<file path="src/rtl/control_contador_if.sv">
// control_contador_if: the button inputs and the counter-control outputs of
// the front-end stage, bundled into one connection.
//   rev_n, pause_n : raw active-low pushbuttons (driven by the board/master)
//   tick           : one-cycle count-enable pulse
//   rev            : debounced direction level (1 = count down)
//   control        : run/pause flag (0 = running, 1 = paused)
interface control_contador_if;
    logic rev_n;
    logic pause_n;
    logic tick;
    logic rev;
    logic control;

    modport master (
        output rev_n,
        output pause_n,
        input  tick,
        input  rev,
        input  control
    );

    modport slave (
        input  rev_n,
        input  pause_n,
        output tick,
        output rev,
        output control
    );
endinterface

</file>
<file path="src/rtl/control_contador.sv">
// control_contador: front end of the 4-bit up/down counter.
// Synchronizes and debounces the direction and pause buttons, turns pause
// presses into a run/pause toggle, and generates the count-enable timebase.
// Ports:
//   clk  : board clock, the only clock
//   rst  : synchronous active-high reset
//   bus  : control_contador_if.slave (rev_n, pause_n in; tick, rev, control out)
// Parameters:
//   DIV       : clk cycles per tick period (>= 2)
//   DB_CYCLES : consecutive stable cycles needed to accept a button change (>= 1)
module control_contador #(
    parameter int DIV       = 25_000_000,
    parameter int DB_CYCLES = 1_000_000
) (
    input  logic                clk,
    input  logic                rst,
    control_contador_if.slave   bus
);

    localparam int PW = $clog2(DIV);
    localparam int SW = $clog2(DB_CYCLES + 1);
    localparam logic [PW-1:0] PER_LAST = PW'(DIV - 1);
    localparam logic [SW-1:0] DB_LAST  = SW'(DB_CYCLES - 1);

    // Bit 0 is the direction button, bit 1 the pause button.
    logic [1:0]    raw;
    logic [1:0]    sync1;
    logic [1:0]    sync2;
    logic [1:0]    db;
    logic [1:0]    db_next;
    logic [SW-1:0] stable [2];
    logic [SW-1:0] stable_next [2];
    logic          db_pause_d;
    logic [PW-1:0] period;
    logic          tick_q;
    logic          rev_q;
    logic          control_q;

    assign raw = {bus.pause_n, bus.rev_n};

    // Next debounced level is computed up front so rev can update on the
    // same edge that db accepts a new level.
    always_comb begin
        db_next = db;
        for (int i = 0; i < 2; i++) begin
            stable_next[i] = '0;
            if (sync2[i] != db[i]) begin
                if (stable[i] == DB_LAST) begin
                    db_next[i] = sync2[i];
                end else begin
                    stable_next[i] = stable[i] + SW'(1);
                end
            end
        end
    end

    always_ff @(posedge clk) begin
        if (rst) begin
            sync1      <= '1;
            sync2      <= '1;
            db         <= '1;
            stable[0]  <= '0;
            stable[1]  <= '0;
            db_pause_d <= 1'b1;
            rev_q      <= 1'b0;
        end else begin
            sync1      <= raw;
            sync2      <= sync1;
            db         <= db_next;
            stable[0]  <= stable_next[0];
            stable[1]  <= stable_next[1];
            db_pause_d <= db[1];
            rev_q      <= ~db_next[0];
        end
    end

    // Toggle only on the press (1->0) of the debounced pause level; the
    // delayed copy makes the toggle land one edge after db falls.
    always_ff @(posedge clk) begin
        if (rst) begin
            control_q <= 1'b0;
        end else if (db_pause_d && !db[1]) begin
            control_q <= ~control_q;
        end
    end

    // Timebase decisions use the pre-edge control value, so a pause landing
    // on the reload edge still lets that period's tick out.
    always_ff @(posedge clk) begin
        if (rst) begin
            period <= '0;
            tick_q <= 1'b0;
        end else if (control_q) begin
            tick_q <= 1'b0;
        end else if (period == PER_LAST) begin
            period <= '0;
            tick_q <= 1'b1;
        end else begin
            period <= period + PW'(1);
            tick_q <= 1'b0;
        end
    end

    assign bus.tick    = tick_q;
    assign bus.rev     = rev_q;
    assign bus.control = control_q;

endmodule
</file>
<file path="src/flat_wrapper.sv">
// flat-port wrapper written by rule: the top's interface ports become plain ports
module control_contador_flat 
#(
    parameter int DIV       = 25_000_000,
    parameter int DB_CYCLES = 1_000_000
)
  (clk, rst, bus_rev_n, bus_pause_n, bus_tick, bus_rev, bus_control);
  control_contador_if bus_i ();
  input  logic clk;
  input  logic rst;
  input wire logic [$bits(bus_i.rev_n)-1:0] bus_rev_n;
  input wire logic [$bits(bus_i.pause_n)-1:0] bus_pause_n;
  output wire logic [$bits(bus_i.tick)-1:0] bus_tick;
  output wire logic [$bits(bus_i.rev)-1:0] bus_rev;
  output wire logic [$bits(bus_i.control)-1:0] bus_control;
  assign bus_i.rev_n = bus_rev_n;
  assign bus_i.pause_n = bus_pause_n;
  assign bus_tick = bus_i.tick;
  assign bus_rev = bus_i.rev;
  assign bus_control = bus_i.control;
  control_contador #(.DIV(DIV), .DB_CYCLES(DB_CYCLES)) u_core (.clk(clk), .rst(rst), .bus(bus_i));
endmodule
</file>
<file path="config.mk">
export PLATFORM = sky130hd
export DESIGN_NAME = control_contador_flat
export DESIGN_NICKNAME = d
export VERILOG_FILES = /design/src/rtl/control_contador_if.sv /design/src/rtl/control_contador.sv /design/src/flat_wrapper.sv
export SDC_FILE = /design/constraint.sdc
export NUM_CORES = 1
export LEC_CHECK = 0
export CAP_MARGIN = 25
export CORE_AREA = 8 8 102 104
export CTS_BUF_LIST = sky130_fd_sc_hd__clkbuf_16
export CTS_CLUSTER_DIAMETER = 200
export CTS_CLUSTER_SIZE = 28
export DETAILED_ROUTE_END_ITERATION = 16
export DIE_AREA = 0 0 110 112
export GPL_TIMING_DRIVEN = 0
export PLACE_DENSITY = 0.64
export SETUP_SLACK_MARGIN = 0.2
export SYNTH_ARGS = -nofsm -noshare
export SYNTH_HDL_FRONTEND = slang
export SYNTH_SLANG_ARGS = --single-unit
</file>
<file path="constraint.sdc">
create_clock -name clk -period 2.8 [get_ports clk]
set_input_delay 0.28 -clock clk [delete_from_list [all_inputs] [get_ports clk]]
set_output_delay 0.28 -clock clk [all_outputs]
set_load 0.005 [all_outputs]
</file>
==> results.ini <==
[run_status]
status=finished, final reports clean

[global_routing]
grt_pass1_wl_um=10800
first_global_vias=2509
grt_start_max_net_pins=15
track_usage=0.107
grt_overflow_total=0
grt_antenna_before_repair=0

[pwr]
peakVddDrop_v=0.000261
power_density_nw_per_um2=611
power.total_mw=2.36
leakagePower_nw=1.16

[cts]
cts_root_buf=clkbuf_16
postCtsSetupRepairBufs=0
clock-sinks=75
clockBufferDepth=2
holdBufCountCts=0
postCtsResizedCells=0
tritoncts=built
numCtsBuffers=9
clkTransAtPathRegs_ns=0.06
clkLatencyLatePin_ns=0.33
h-tree-depth=3

[route]
num_vias=2585
drt-total-wl_um=6170
firstDrtPassIters=4
drc=0
wl_per_cell_um=12.3
ant_nets=0
viasPerCell=5.14
drtIter0Drc=103

[synthesis]
ys_ff_latch=75
synth_top_area_frac=0.452
ys_warn_count=0
ys_types=44
syn-num-nets=377
synthArstFlopShare=0
yosysSeqAreaShare=0.452
synth_edf_count=0
synth_ff_type=dfxtp_1
synth_cells=370
syn_area_um2=3320
synthTopCellsByArea=dfxtp_1, xnor2_1, nor2_1, xor2_1, nand4_1
syn_avg_cell_area_um2=8.97
yosys.area.top_type=dfxtp_1

[setup_path]
critPathCaptureType=register
worst-path-max-fanout=10
timing.rr.start=u_core.stable[0][20]
crit_path_start_kind=register
crit_start=u_core.stable[0][20]
critPathKind=register to register
required_ns=3.01
crit_arrival_ns=2.50

[worst_hold_path]
hold_class=register to register
worstHoldStart=u_core.sync1[1]

[cells_and_area]
drive_above_1_share=0.107
area_growth_pct=16.1
antennaDiodeCount=0
nNetsFinal=394
instances_no_fill=503

[placement]
portBuffers=6
pre_cts_slack_ns=0.384
dpl.hpwl_um=4370
dp.cells=487
place.gp.congestion=0.802

[timing]
rsz0062_at_grt=no
tightest_slew_ns=0.666
max_freq_mhz=437
slew_violations=0
setup_violations=0
period_minus_slack_ns=2.29
setup_slack_ns=0.513
slew_headroom=0.553
skew_ns=0.00856
finalHoldViolCount=0
setup_tns_ns=0
period_share=0.817

[flow_run]
maxCapViolations=0

[floorplanning]
ios=7
die_width_um=110
rows=35
die-area_um2=12300
core_area_um2=8890
die_y_um=112
initial_core_util=0.373

-- cells in the final DEF (no fill, tap or decap), drive strengths merged --
cell / count
or2: 6
nand4b: 2
nand3: 17
and4b: 1
nor2: 54
nor2b: 1
or4: 10
a31oi: 1
o21ai: 11
nand3b: 2
and2: 1
mux2i: 1
nor4b: 2
a21oi: 17
ha: 3
nor4bb: 2
buf: 7
and2b: 1
nor4: 15
xnor2: 31
a21bo: 1
nand4: 19
and4: 6
dfxtp: 75
or3: 12
bufinv: 2
nand2: 20
xor2: 15
o31ai: 8
clkdlybuf4s50: 6
a31o: 1
and3: 1
nor3: 11
inv: 14
clkbuf: 11
a211o: 1
clkinvlp: 3
and3b: 1
-- cell usage after synthesis (all sizes together) (2+ instances only) --
master and count:
ha 3, buf 7, nand4 19, o21ai 11, nor4b 2, nor4bb 2, nand3 17, xor2 15
nor3 11, nor2 54, or2 6, or4 10, o31ai 8, nand2 20, inv 12, nand4b 2
clkbuf 2, dfxtp 75, xnor2 31, a21oi 17, nand3b 2, nor4 15, or3 12, and4 6
-- power breakdown --
part	total (mW)	internal, mW	leakage, nW	switching [mW]
combinational	0.0356	0.0147	0.406	0.0209
clock	1.24	0.786	0.149	0.453
sequential	1.08	1.07	0.606	0.00758
-- metal layers --
layer,vias up,wire [µm],GRT usage
li1,1362,-,-
met1,1188,2840,0.120
met5,-,0,0
met3,9,197,0.0300
met4,0,85,0.0441
met2,26,3050,0.182
-- per-stage QoR --
stage	area, µm²	util	hold WS [ns]
after detailed placement	3520	0.396	0.397
after global placement	3520	0.396	0.401
after floorplan	3320	-	0.384
final	3850	0.434	0.408
after CTS	3840	0.432	0.412
after global routing	3850	0.434	0.421
-- worst max-delay path, cell delays in order (launching register included) --
cell and delay [ns]:
dfxtp_1 0.38, ha_1 0.20, nand3_1 0.25, or2_0 0.36
o21ai_1 0.57, buf_2 0.33, nor2_1 0.07
-- worst paths after layout --
kind	to	slack (ns)	cells past startpoint
hold reg to reg	u_core.sync2[1]	0.41	1
setup reg to reg	u_core.stable[0][31]	0.51	6
setup / recovery	u_core.stable[0][31]	0.51	6
hold / removal	u_core.sync2[1]	0.41	1
-- flip-flops by register name, summed over array words and instances (netlist names), named ones only --
register,cells
u_core.db_pause_d,1
u_core.bus.control,1
u_core.sync1,2
u_core.sync2,2
u_core.stable,40
u_core.period,25
u_core.bus.tick,1
u_core.bus.rev,1
u_core.db,1
-- cell type report --
cell class | count | area, µm²
tap | 111 | 139
fill | 864 | 5030
sequential | 75 | 1500
timing repair buffer | 6 | 60.1
inverter | 12 | 45.0
clock buffer | 9 | 225
multi-input combinational | 274 | 1720
buffer | 9 | 61.3
clock inverter | 7 | 100
-- cells by family (layout without fill, tap and decap cells) --
family / after synthesis / after routing / synth area share
compound gates: 40 / 40 / 0.0716
xor+xnor: 46 / 46 / 0.121
fa+ha+maj: 3 / 3 / 0.0113
buf+inv: 21 / 43 / 0.0320
flops: 75 / 75 / 0.452
mux: 1 / 1 / 0.00302
simple gates: 184 / 184 / 0.308
No activity file was read; power rests on OpenSTA's default activity.
